$ cat src/rtl/pipe_subtractor64.sv
// pipe_subtractor64: pipelined WIDTH-bit subtractor (DIFF = A - B) with
// borrow-out and signed-overflow flags. The operand is split into STAGES
// equal slices; stage k resolves slice k and forwards its borrow to stage
// k+1. Valid/ready handshakes on both sides, and an empty stage always
// accepts new data, so bubbles collapse even while the output is stalled.
module pipe_subtractor64 #(
    parameter int WIDTH  = 64,
    parameter int STAGES = 4
) (
    input  logic             clk,
    input  logic             rst_n,
    input  logic             in_valid,
    output logic             in_ready,
    input  logic [WIDTH-1:0] A,
    input  logic [WIDTH-1:0] B,
    output logic             out_valid,
    input  logic             out_ready,
    output logic [WIDTH-1:0] DIFF,
    output logic             BO,
    output logic             OV
);

    localparam int SW   = WIDTH / STAGES;
    localparam int LAST = STAGES - 1;

    // Per-stage state: valid bit, operands (upper slices still unprocessed),
    // the partially resolved difference and the borrow out of its slice.
    logic [STAGES-1:0] v_q;
    logic [STAGES-1:0] bo_q;
    logic [WIDTH-1:0]  a_q [STAGES];
    logic [WIDTH-1:0]  b_q [STAGES];
    logic [WIDTH-1:0]  d_q [STAGES];
    logic              ov_q;

    // Load enables and the values each stage would capture this cycle.
    logic [STAGES-1:0] ld;
    logic [STAGES-1:0] src_v;
    logic [STAGES-1:0] src_bo;
    logic [WIDTH-1:0]  src_a [STAGES];
    logic [WIDTH-1:0]  src_b [STAGES];
    logic [WIDTH-1:0]  src_d [STAGES];
    logic [SW:0]       sum   [STAGES];
    logic [WIDTH-1:0]  nxt_d [STAGES];
    logic [STAGES-1:0] nxt_bo;
    logic              nxt_ov;

    // Stage k may load unless it and every stage after it are full and the
    // output is stalled. Built as a running AND so there is no loop through ld.
    always_comb begin
        logic stall;
        stall = !out_ready;
        ld    = '0;
        for (int k = LAST; k >= 0; k--) begin
            stall = stall & v_q[k];
            ld[k] = !stall;
        end
    end

    assign in_ready = ld[0];

    // Select each stage's source: the input ports for stage 0, otherwise the
    // previous stage's registers.
    always_comb begin
        src_v[0]  = in_valid;
        src_a[0]  = A;
        src_b[0]  = B;
        src_d[0]  = '0;
        src_bo[0] = 1'b0;
        for (int k = 1; k < STAGES; k++) begin
            src_v[k]  = v_q[k-1];
            src_a[k]  = a_q[k-1];
            src_b[k]  = b_q[k-1];
            src_d[k]  = d_q[k-1];
            src_bo[k] = bo_q[k-1];
        end
    end

    // Resolve slice k as A_k + ~B_k + carry_in, where carry_in = ~borrow_in
    // (so slice 0 adds 1). The borrow out of the slice is the inverted carry.
    always_comb begin
        for (int k = 0; k < STAGES; k++) begin
            sum[k]   = {1'b0, src_a[k][k*SW +: SW]}
                     + {1'b0, ~src_b[k][k*SW +: SW]}
                     + {{SW{1'b0}}, ~src_bo[k]};
            nxt_d[k] = src_d[k];
            nxt_d[k][k*SW +: SW] = sum[k][SW-1:0];
            nxt_bo[k] = ~sum[k][SW];
        end
        nxt_ov = (src_a[LAST][WIDTH-1] ^ src_b[LAST][WIDTH-1])
               & (src_a[LAST][WIDTH-1] ^ nxt_d[LAST][WIDTH-1]);
    end

    // Pipeline registers: a stage takes its source when enabled; the data
    // fields only move when the source is valid, so idle or X inputs never
    // disturb held results.
    always_ff @(posedge clk or negedge rst_n) begin
        if (!rst_n) begin
            // NOTE: the datapath registers are reset too, not just the valid
            // bits, because DIFF/BO/OV are driven straight from the last
            // stage and must read 0 out of reset.
            v_q  <= '0;
            bo_q <= '0;
            ov_q <= 1'b0;
            for (int k = 0; k < STAGES; k++) begin
                a_q[k] <= '0;
                b_q[k] <= '0;
                d_q[k] <= '0;
            end
        end else begin
            for (int k = 0; k < STAGES; k++) begin
                if (ld[k]) begin
                    v_q[k] <= src_v[k];
                    if (src_v[k]) begin
                        a_q[k]  <= src_a[k];
                        b_q[k]  <= src_b[k];
                        d_q[k]  <= nxt_d[k];
                        bo_q[k] <= nxt_bo[k];
                    end
                end
            end
            if (ld[LAST] && src_v[LAST]) begin
                ov_q <= nxt_ov;
            end
        end
    end

    assign out_valid = v_q[LAST];
    assign DIFF      = d_q[LAST];
    assign BO        = bo_q[LAST];
    assign OV        = ov_q;

endmodule
$ cat config.mk
export PLATFORM = sky130hd
export DESIGN_NAME = pipe_subtractor64
export DESIGN_NICKNAME = d
export VERILOG_FILES = /design/src/rtl/pipe_subtractor64.sv
export SDC_FILE = /design/constraint.sdc
export NUM_CORES = 1
export LEC_CHECK = 0
export ABC_CLOCK_PERIOD_IN_PS = 4650
export CAP_MARGIN = 30
export CORE_ASPECT_RATIO = 0.7
export CORE_MARGIN = 8
export CORE_UTILIZATION = 55
export CTS_CLUSTER_DIAMETER = 40
export DETAILED_ROUTE_END_ITERATION = 12
export PLACE_DENSITY_LB_ADDON = 0.05
export SYNTH_ARGS = -nofsm -noshare
export SYNTH_HDL_FRONTEND = slang
export SYNTH_SLANG_ARGS = --single-unit
$ cat constraint.sdc
create_clock -name clk -period 4.65 [get_ports clk]
set_input_delay 0.93 -clock clk [delete_from_list [all_inputs] [get_ports clk]]
set_output_delay 0.93 -clock clk [all_outputs]
set_load 0.1 [all_outputs]
* After elaboration in Yosys (flattened, before gate mapping)
Index checks and enable logic that the tools add are counted.
Word-level totals: register bits after elaboration 553, input bits 132, output and inout port bits 68
Operators by class: add/subtract/negate cells 8, bitwise operators 22, reduce and logical (&&, ||, !) cells 8
Operators with widths (count):
- $add A16 B16 Y17 | 4
- $not A16 Y16 | 4
- $add A17 B1 Y17 | 3
- $add A17 B1 Y17 const B | 1
- $not A1 Y1 | 11
- $reduce_and A2 Y1 | 4
- $and A1 B1 Y1 | 5
- $logic_not A1 Y1 | 3
- $xor A1 B1 Y1 | 2
- $logic_and A1 B1 Y1 | 1

* Longest topological paths before layout
Gate-level depths: netlist (run 1).
depth in word-level cells 7, mapped depth 10, gate-level depth less buffers 10

* Least setup slack after synthesis (run 1)
Ideal clock, no wire load.
path type register to register, start point reg v_q[3], end point reg d_q[206] (netlist bit), arrival 2974 ps, data required time 4519 ps, setup slack 1545 ps, cell stages (with the launch flop) 8, buffers on the path 1, clock period less this slack 3105 ps, cell sequence dfrtp_1 > nand4b_1 > inv_1 > nand2_1 > and2_1 > clkbuf_1 > and4b_1 > or3b_1
Between the ends: longest elaborated chain between the ends 6
Ends and longest elaborated chain:
- start, declared | RTL line 28 | logic [STAGES-1:0] v_q;
- start signal, assigned by index | RTL line 112 | v_q[k] <= src_v[k];
- $and A1 B1 Y1 (4 in series) | RTL line 54 | stall = stall & v_q[k];
- $not A1 Y1 (no source line)
- $reduce_and A2 Y1 (no source line)
- end signal, assigned by index | RTL line 116 | d_q[k] <= nxt_d[k];
- end, declared | RTL line 32 | logic [WIDTH-1:0] d_q [STAGES];
Every way passes these cells. A chain may end at the register's enable or synchronous reset.

* Worst setup path in the final report (run 1)
start point in A[0], end point reg d_q[206] (netlist bit)
Between the ends: longest elaborated chain between the ends 2
Ends and longest elaborated chain:
- start, declared | RTL line 14 | input logic [WIDTH-1:0] A,
- $add A16 B16 Y17 | RTL line 83 | + {1'b0, ~src_b[k][k*SW +: SW]}
- $add A17 B1 Y17 | RTL line 84 | + {{SW{1'b0}}, ~src_bo[k]};
Every way passes these cells.

==> impl_metrics.py, run 1 <==
metrics = {
    "worst_setup_path": {
        "cp-start-kind": "input port",
        "worst_setup_path_end_kind": "register",
        "crit_path_cell_trace": "clkdlybuf4s50_1, inv_1, ha_1, fa_1, nand2b_1, a21boi_0, o21ai_0, a211o_1, a41oi_1, nor4b_1, or3b_1",
        "path_buf_inv": 2,
        "slowest_stage": "clkdlybuf4s50_1",
        "cpPeakStageDelay_ps": 450,
        "crit_type": "input port to register",
        "worstPathRequired_ps": 5070,
        "crit_family": "compound AO/OA/AOI/OAI gates",
        "worstPathArrival_ps": 3750,
        "worstPathMaxFanout": 4,
    },
    "synthesis": {
        "synth-seq-area-share": 0.542,
        "yosys_register_bits": 361,
        "syn_nets": 1717,
        "synthCells": 1517,
        "yosys_warnings": 0,
        "ys.flop_type": "dfrtp_1",
        "async_reset_ff_frac": 1.00,
        "netlist_area_um2": 16700,
        "synth_cell_types": 59,
        "avgSynthCellArea_um2": 11.0,
        "synth_edf_count": 0,
    },
    "finish": {
        "mostFrequentLayoutCells": "dfrtp_1, nand2_1, mux2_2",
        "drive_gt1_frac": 0.177,
        "final_nets": 1854,
        "fin_area_um2": 20200,
        "synthToLayoutAreaGrowth_pct": 21.2,
        "finalNonFillerCells": 2100,
        "mostFrequentLayoutCell": "dfrtp_1",
    },
    "sta": {
        "post-route-min-period_ps": 3330,
        "max-slew-margin-rel": 0.330,
        "drv_slew": 0,
        "rsz0062_at_grt": "no",
        "tightestPinTransition_ps": 1000,
        "hold_slack_ps": 386,
        "fin_ws_ps": 1320,
        "timing.fmax_ghz": 0.300,
        "finalHoldViolCount": 0,
        "setup_viol": 0,
        "min_period_over_period": 0.717,
        "fin_tns_setup_ps": 0,
        "finalClockSkew_ps": 12.8,
    },
    "global_route": {
        "grt_pass1_wl_um": 59400,
        "grt_max_degree": 98,
        "grt_pass1_vias": 11400,
        "grt_util_all_layers": 0.201,
        "antenna_found_initial": 2,
        "gr-total-overflow": 0,
        "use_met1": 0.274,
        "use_met2": 0.325,
        "met3_usage": 0.0414,
        "grt.busiest_layer": "met2",
    },
    "place": {
        "place_inst": 2020,
        "port-buffer-count": 199,
        "gp_congestion": 0.874,
        "hpwl_um": 24400,
        "dp_slack_ps": 776,
        "dpl-instance-area_um2": 18700,
    },
    "power": {
        "leakagePower_nw": 9.44,
        "ir_worst_vdd_mv": 0.478,
        "pwr_density_cell_nw_per_um2": 701,
    },
    "clocking": {
        "htree_levels": 2,
        "cts_made_buffers": 43,
        "cts_tree": "built",
        "cts_buffer_depth": 3,
        "cts_setup_buffers": 0,
        "cts_sinks": 361,
        "clock-root-buffer": "clkbuf_16",
        "path_clk_slew_ps": 60,
        "cts_resized": 0,
        "cts_hold_buffers": 0,
        "clk_latency_ps": 540,
    },
    "flow_run": {
        "max_cap_viol_count": 0,
    },
    "detailed_routing": {
        "vias": 11000,
        "drt-initial-drc-count": 759,
        "final_antenna_net_count": 0,
        "drt-total-wl_um": 35900,
        "vias_per_cell": 5.23,
        "wl_per_cell_um": 17.1,
        "first_pass_iters": 5,
        "drc": 0,
    },
    "die": {
        "rows": 53,
        "io_pins": 200,
        "die_h_um": 162,
        "die-area_um2": 36200,
        "core_area_um2": 29900,
        "dieWidth_um": 224,
        "initial_core_util": 0.558,
    },
    "outcome": {
        "outcome": "complete, no violations",
    },
    "worst_hold_path": {
        "min_path_type": "input port to async pin",
    },
}
==> logic make-up (layout without fill, tap and decap cells) <==
group / after synthesis / count (layout) / share of synthesized area
compound gates: 217 / 217 / 0.0821
xor+xnor: 42 / 42 / 0.0221
fa+ha+maj: 68 / 68 / 0.0542
buf+inv: 207 / 376 / 0.0617
flops: 361 / 361 / 0.542
mux: 200 / 200 / 0.135
other cells: 0 / 2 / 0
simple gates: 422 / 422 / 0.103
==> worst paths after layout <==
| check | cells after the start | startpoint | end | slack, ps |
|---|---|---|---|---|
| worst max register to register | 10 | bo_q[2] | bo_q[3] | 1530 |
| min in group clk | 2 | a_q[227] | a_q[227] | 470 |
| worst max-delay path | 11 | A[0] | d_q[206] | 1320 |
| worst min-delay path | 1 | rst_n | a_q[216] | 390 |
| max in group asynchronous | 2 | rst_n | DIFF[7] | 3220 |
| worst min register to register | 2 | a_q[227] | a_q[227] | 470 |
==> state kept, by name (all words and copies together), names as in the netlist <==
| signal | cells |
|---|---|
| b_q | 96 |
| d_q | 96 |
| a_q | 96 |
| v_q | 4 |
| DIFF | 64 |
| bo_q | 4 |
| OV | 1 |
==> cell usage after synthesis (11+ instances only) <==
master    count  share of area
mux2_2      199           0.13
xnor2_1      19          0.010
a211oi_1     11         0.0050
buf_1        14         0.0032
a21oi_1      35          0.011
inv_1        86          0.019
nand2_1     342          0.077
xor2_1       23          0.012
a21o_1       18         0.0081
buf_4        64          0.029
clkbuf_1     33         0.0074
ha_1         61          0.046
nor2_1       25         0.0056
dfrtp_1     361           0.54
o21ai_0      91          0.027
==> layout make-up <==
| cell class | instances | area (um^2) |
|---|---|---|
| flip-flops and latches | 361 | 9030 |
| well taps | 412 | 515 |
| repair buffers | 213 | 2220 |
| multi-input cells | 949 | 6650 |
| clock inverters | 22 | 245 |
| clock buffers | 55 | 1210 |
| inverters | 86 | 323 |
| fillers | 2386 | 9700 |
| diodes | 2 | 5.00 |
==> report_power, final <==
part           switching (W)  leakage [nW]  internal (W)
Sequential          0.000581          4.38       0.00418
Combinational        0.00388          4.35       0.00211
Clock                0.00136         0.706       0.00204
==> metal layers <==
layer,part of all wire,wire length [um]
met2,0.47,16800
met5,0,0
met3,0.047,1700
met4,0.019,677
met1,0.47,16700
==> per-stage QoR <==
| stage | power (W) | util |
|---|---|---|
| 2_1_floorplan | 0.00965 | - |
| 3_5_place_dp | 0.0108 | 0.626 |
| 6_report | 0.0142 | 0.676 |
| 5_1_grt | 0.0150 | 0.676 |
| 4_1_cts | 0.0143 | 0.674 |
| 3_3_place_gp | 0.0107 | 0.624 |
No activity file was read; power rests on OpenSTA's default activity.
==> run 2: changes to the inputs <==
--- a/config.mk
+++ b/config.mk
@@ -5,7 +5,7 @@
 export SDC_FILE = /design/constraint.sdc
 export NUM_CORES = 1
 export LEC_CHECK = 0
-export ABC_CLOCK_PERIOD_IN_PS = 4650
+export ABC_CLOCK_PERIOD_IN_PS = 3210
 export CAP_MARGIN = 30
 export CORE_ASPECT_RATIO = 0.7
 export CORE_MARGIN = 8
==> constraint.sdc (replaced) <==
create_clock -name clk -period 3.21 [get_ports clk]
set_input_delay 0.642 -clock clk [delete_from_list [all_inputs] [get_ports clk]]
set_output_delay 0.642 -clock clk [all_outputs]
set_load 0.1 [all_outputs]
==> run 2 against run 1 <==
Net effect: sequential power up 45%; die area unchanged; final cell count up 0.38%; hold slack worse by 250 ps; via count down 0.15%; first-iteration DRC count down 18%; power up 41%; worst setup slack worse by 1100 ps; non-clock buffer count up 15; register-to-register slack worse by 1200 ps; critical path depth unchanged.
==> impl_metrics.py, run 2 (same netlist as run 1, synthesis figures left out) <==
metrics = {
    "outcome": {
        "outcome": "complete, no violations",
    },
    "worst_setup_path": {
        "crit_type": "input port to register",
        "r2r_cells": 10,
        "worst_setup_path_end_kind": "register",
        "r2r_end": "bo_q[3]",
        "reg2reg_from": "bo_q[2]",
        "worstPathArrival_ps": 3430,
        "worstPathRequired_ps": 3610,
        "r2r_slack_ps": 300,
        "worstPathMaxFanout": 3,
        "cp-start-kind": "input port",
    },
    "global_route": {
        "grt_max_degree": 90,
        "grt_util_all_layers": 0.201,
        "grt_pass1_vias": 11600,
        "gr-total-overflow": 0,
        "antenna_found_initial": 0,
        "grt_pass1_wl_um": 59500,
    },
    "clocking": {
        "cts_tree": "built",
        "clock-root-buffer": "clkbuf_16",
        "cts_buffer_depth": 3,
        "htree_levels": 2,
        "cts_resized": 0,
        "cts_sinks": 361,
        "cts_setup_buffers": 0,
        "cts_hold_buffers": 0,
        "path_clk_slew_ps": 60,
        "clk_latency_ps": 530,
        "cts_made_buffers": 41,
    },
    "finish": {
        "final_core_util": 0.670,
        "mostFrequentLayoutCells": "dfrtp_1, nand2_1, mux2_2",
        "final_nets": 1867,
        "n_antenna_cell": 0,
        "reg_top3": "a_q x96, b_q x96, d_q x96",
        "fillCellCount": 2376,
        "synthToLayoutAreaGrowth_pct": 20.1,
        "drive_gt1_frac": 0.221,
        "mostFrequentLayoutCell": "dfrtp_1",
    },
    "sta": {
        "setup_viol": 0,
        "max-slew-margin-rel": 0.512,
        "fin_ws_ps": 183,
        "finalClockSkew_ps": 13.3,
        "timing.fmax_ghz": 0.330,
        "hold_slack_ps": 136,
        "rsz0062_at_grt": "no",
        "post-route-min-period_ps": 3030,
        "fin_tns_setup_ps": 0,
        "min_period_over_period": 0.943,
        "finalHoldViolCount": 0,
        "drv_slew": 0,
        "tightestPinTransition_ps": 733,
    },
    "die": {
        "io_pins": 200,
        "core_area_um2": 29900,
        "die-area_um2": 36200,
        "dieWidth_um": 224,
        "die_h_um": 162,
        "initial_core_util": 0.558,
        "rows": 53,
    },
    "place": {
        "port-buffer-count": 199,
        "dp_slack_ps": -336,
        "gp_congestion": 0.843,
        "hpwl_um": 24900,
    },
    "detailed_routing": {
        "drt-initial-drc-count": 625,
        "vias_per_cell": 5.20,
        "drc": 0,
        "vias": 11000,
        "wl_per_cell_um": 17.0,
        "first_pass_iters": 5,
        "final_antenna_net_count": 0,
        "drt-total-wl_um": 35800,
    },
    "power": {
        "pwr_density_cell_nw_per_um2": 996,
        "power.total_w": 0.0200,
        "leakagePower_nw": 9.52,
        "ir_worst_vdd_mv": 0.884,
    },
    "worst_hold_path": {
        "min_path_type": "input port to async pin",
    },
    "flow_run": {
        "max_cap_viol_count": 0,
    },
}
run 2: per-layer routing:
layer | global-route usage | part of all wire | vias to the layer above
met5 | 0 | 0 | -
met4 | 0.0469 | 0.015 | 0
met3 | 0.0396 | 0.044 | 47
met2 | 0.325 | 0.47 | 188
met1 | 0.280 | 0.47 | 5390
li1 | - | - | 5332
run 2: area by class of cell:
class / instances / area, um^2 / share of cell area
well taps: 412 / 515 / 0.0257
multi-input cells: 949 / 6650 / 0.332
clock buffers: 53 / 1130 / 0.0565
clock inverters: 19 / 188 / 0.00937
repair buffers: 228 / 2190 / 0.110
flip-flops and latches: 361 / 9030 / 0.451
inverters: 86 / 323 / 0.0161
run 2: worst max-delay path by stage:
stage,startpoint,to,depth (start not counted),slack (ps)
after floorplan,v_q[3],d_q[206],7,100
after global placement,A[0],d_q[206],11,-260
after detailed placement,A[0],d_q[206],11,-340
after CTS,bo_q[2],bo_q[3],10,210
after global routing,bo_q[2],bo_q[3],10,10
final,A[0],d_q[206],11,180
run 2: metrics by stage:
step,std cells,instance area (um^2)
final,2108,20000
after global routing,2108,20000
after CTS,2108,20000
after detailed placement,2036,18700
after global placement,2036,18700
after floorplan,1517,16700
run 2: power by group:
part	internal (W)	total, W	switching (W)	leakage, nW
combinational	0.00290	0.00849	0.00559	4.51
sequential	0.00606	0.00692	0.000859	4.38
clock	0.00267	0.00454	0.00187	0.635
total	0.0116	0.0200	0.00832	9.52
run 2: critical path, cell delays in order:
cell             delay [ps]
clkdlybuf4s50_1         450
inv_1                    40
ha_1                    260
fa_1                    400
nand2b_1                150
a21boi_0                260
o21ai_0                 210
a211o_1                 330
a41oi_1                 260
nor4b_1                  80
or3b_1                  340
==> edit 1: new RTL, config.mk and constraints of run 2 <==
Change the parameter `STAGES` from 4 to 2.
--- a/src/rtl/pipe_subtractor64.sv
+++ b/src/rtl/pipe_subtractor64.sv
@@ -7,3 +7,3 @@
     parameter int WIDTH  = 64,
-    parameter int STAGES = 4
+    parameter int STAGES = 2
 ) (
Check against the original RTL: not equivalent (a bounded check fails within 4 cycles, from zero or initial values and one cycle with rst_n low).
==> edit 1 against run 2 <==
Sequential cell count shrank 196; power shrank 49%; wire length shrank 27%; final area shrank 37%; synthesized cell count shrank 20%; combinational power shrank 41%; worst setup slack lost 79 ps; clock power shrank 50%; fmax shrank 2.6%; via count shrank 21%; die area shrank 36%; synthesized area shrank 39%; first-iteration DRC count grew 37%; critical endpoint is now DIFF[60]$_DFFE_PN0P_.
==> edit 1: results <==
group,metric,value,unit
cells_and_area,largest_register_ffs,64,
clock_tree,htree_levels,4,
min_path,hold_class,"input port to asynchronous set/reset pin",
clock_tree,clock_path_buffers,2,
clock_tree,cts-root-buf,"clkbuf_16",
pwr,switchingPower,4.88,mW
clock_tree,cts-resized-gates,0,
placement,routabilityCongestion,0.940,
yosys,synth_cell_types,73,
placement,pre_cts_slack,-199,ps
cells_and_area,n_fill_cell,1529,
yosys,yosys-top-cells-count,"nand2_1, dfrtp_1, o21ai_0",
global_route,grt_max_degree,66,
global_route,antenna_found_initial,2,
detailed_routing,wl_per_cell,16.2,µm
clock_tree,postCtsSetupBuffers,0,
yosys,ys_top_cells_by_area,"dfrtp_1, nand2_1, ha_1",
timing,skew,12.7,ps
cells_and_area,drive_gt1_frac,0.129,
cells_and_area,final_nets,1569,
detailed_routing,drt_iter0_markers,855,
cells_and_area,antenna_cells,0,
yosys,yosysWarnings,0,
timing,tightest_slew,586,ps
worst_setup_path,reg2reg_from,"bo_q[0]$_DFFE_PN0P_",
worst_setup_path,crit_arrival,3420,ps
placement,hpwl,20200,µm
pwr,vdd_drop_max,0.000780,V
yosys,syn_nets,1415,
worst_setup_path,worstReg2RegEnd,"DIFF[60]$_DFFE_PN0P_",
worst_setup_path,regToRegSetupSlack,100,ps
detailed_routing,num_vias,8694,
clock_tree,insertion_delay,430,ps
worst_setup_path,cp-start-kind,"flop",
yosys,yosysSeqAreaShare,0.405,
clock_tree,cts_buffers,17,
outcome,status,"complete, no violations",
yosys,synth_top_area_frac,0.405,
pwr,p_leak,6.36,nW
detailed_routing,drt-pass1-iter-count,5,
global_route,grt_pass1_vias,8453,
global_route,grtUsageTotal,0.227,
global_route,grt_pass1_wl,42500,µm
[edit 1: worst max-delay path by stage]
| stage | slack (ps) | endpoint | depth (start not counted) |
|---|---|---|---|
| after floorplan | 20 | b_q[119]$_DFFE_PN0P_ | 7 |
| after global placement | -110 | d_q[93]$_DFFE_PN0P_ | 11 |
| after detailed placement | -200 | d_q[93]$_DFFE_PN0P_ | 11 |
| after CTS | 40 | DIFF[60]$_DFFE_PN0P_ | 10 |
| after global routing | 10 | DIFF[60]$_DFFE_PN0P_ | 10 |
| final | 100 | DIFF[60]$_DFFE_PN0P_ | 10 |
[edit 1: final cells by class]
type / instances / area [µm²] / share of cell area
timing repair buffer: 246 / 2210 / 0.174
inverter: 84 / 315 / 0.0248
clock inverter: 14 / 211 / 0.0167
multi-input combinational: 857 / 5090 / 0.401
tap: 236 / 295 / 0.0233
sequential: 165 / 4130 / 0.325
clock buffer: 18 / 439 / 0.0346
[edit 1: cell families after synthesis]
group / after synthesis / share of synthesized area
AO/OA/AOI/OAI: 302 / 0.193
XOR/XNOR: 37 / 0.0318
adder cells (fa/ha/maj): 66 / 0.0833
buffers and inverters: 195 / 0.0983
flip-flops: 165 / 0.405
multiplexers: 2 / 0.00221
AND/OR/NAND/NOR: 450 / 0.186
[edit 1: worst max-delay path: stages, from the launching register on]
cell and delay, ps:
dfrtp_1 330, inv_1 70, fa_1 480, fa_1 420, a211oi_2 230, o21ai_1 140, a21o_2 280, a311oi_4 310
o41ai_2 130, a211o_1 320, a211o_1 270
[edit 1: per-layer routing]
metal  vias to the layer above  share of wire  global-route usage
met3                        19          0.079              0.0626
met2                       270           0.43               0.340
met1                      4067           0.48               0.327
met5                         -         0.0010                   0
li1                       4334              -                   -
met4                         4         0.0081              0.0422
[edit 1: through the flow]
step	utilization	total power [mW]	hold slack [ps]	cell area (µm²)	cells
after global routing	0.703	10.7	205	12700	1620
after floorplan	-	7.05	346	10200	1217
final	0.703	10.2	169	12700	1620
after CTS	0.702	10.2	185	12700	1620
after global placement	0.666	7.85	448	12000	1588
after detailed placement	0.666	7.92	454	12000	1588
[edit 1: power by group through the flow]
stage | Clock [mW] | Combinational, mW | Sequential (mW)
2_1_floorplan | 0 | 4.18 | 2.87
3_3_place_gp | 0 | 4.97 | 2.88
3_5_place_dp | 0 | 5.03 | 2.90
4_1_cts | 2.31 | 5.04 | 2.86
5_1_grt | 2.39 | 5.37 | 2.92
6_report | 2.28 | 5.05 | 2.86
==> edit 2: new RTL, settings of run 2 <==
Made on the original files. Make the reset (`rst_n`) synchronous in one clocked block.
--- a/src/rtl/pipe_subtractor64.sv
+++ b/src/rtl/pipe_subtractor64.sv
@@ -95,3 +95,3 @@
     // disturb held results.
-    always_ff @(posedge clk or negedge rst_n) begin
+    always_ff @(posedge clk) begin
         if (!rst_n) begin
Check against the original RTL: same outputs for any inputs over 4 cycles, from zero or initial values and one cycle with rst_n low; that may be too few to reach the edited logic, so the function may still have changed.
==> edit 2 against run 2 <==
Worst setup slack improved by 100 ps; first-iteration DRC count decreased by 18%; wire length decreased by 14%; synthesized area decreased by 2.4%; count of clock-buffer cells in the layout decreased by 9; final area increased by 0.93%; sequential cell count unchanged; global-route usage decreased by 3.0 points.
Power is not compared: it rests on default switching activity, and its combinational part moved more than twofold at a synthesized area within 25%.
==> edit 2: results <==
group,metric,value,unit
outcome,status,"complete, no violations",
yosys,yosysSeqAreaShare,0.661,
cells_and_area,drive_gt1_frac,0.124,
yosys,synthFlopType,"edfxtp_1",
yosys,synth_xor_area_frac,0.0178,
placement,hpwl,21600,µm
worst_setup_path,cp_slowest_cell,"a2111oi_1",
timing,skew,16.5,ps
cells_and_area,final_nets,1659,
yosys,ys_top_cells_by_area,"edfxtp_1, and2_1, ha_1",
global_route,grt_max_degree,81,
yosys,yosys-top-cells-count,"edfxtp_1, and2_1, inv_1",
yosys,synth_mux_area_frac,0.00185,
yosys,synth_cell_types,66,
timing,hold_ws,502,ps
detailed_routing,wl_met3,1400,µm
detailed_routing,drt_iter0_markers,510,
detailed_routing,routed-wl-met2,15500,µm
yosys,synth_compound_area_frac,0.0686,
clock_tree,cts_buffers,39,
worst_setup_path,regToRegSetupSlack,280,ps
yosys,async_flop_share,0,
detailed_routing,drt_wl_total,30700,µm
detailed_routing,wl_per_cell,16.4,µm
placement,place_inst,1796,
placement,placed_area,18800,µm²
global_route,grt_pass1_vias,9776,
placement,routabilityCongestion,0.872,
worst_setup_path,crit_start,"bo_q[2]$_SDFFE_PN0P_",
cells_and_area,reg_top3,"d_q x160, a_q x96, b_q x96",
min_path,hold_class,"flop to flop",
placement,pre_cts_slack,16.6,ps
worst_setup_path,reg2reg_depth,8,
detailed_routing,num_vias,9667,
yosys,syn_inst,1231,
yosys,synthAdderAreaFrac,0.0555,
==> edit 2: final cells by class <==
type	instances	area (µm²)
clock buffer	44	1000
clock inverter	27	394
fill	2072	8800
inverter	81	304
multi-input combinational	751	5130
sequential	361	10800
tap	378	473
timing repair buffer	225	2150
==> edit 2: worst max path at each step <==
stage | endpoint | slack, ps | depth (start not counted)
5_1_grt | bo_q[2]$_SDFFE_PN0P_ | 60 | 9
3_5_place_dp | d_q[0][11]$_SDFFCE_PN0P_ | 20 | 10
6_report | d_q[3][62]$_SDFFCE_PN0P_ | 280 | 8
2_1_floorplan | a_q[0][176]$_SDFFCE_PN0P_ | 40 | 2
4_1_cts | d_q[3][62]$_SDFFCE_PN0P_ | 200 | 8
3_3_place_gp | d_q[0][12]$_SDFFCE_PN0P_ | 110 | 10
==> edit 2: report_power, final <==
group	switching [mW]	total [mW]	internal [mW]	leakage (nW)
registers	0.0700	5.54	5.47	3.86
clock network	1.81	4.82	3.01	0.680
logic	0.931	1.51	0.579	3.55
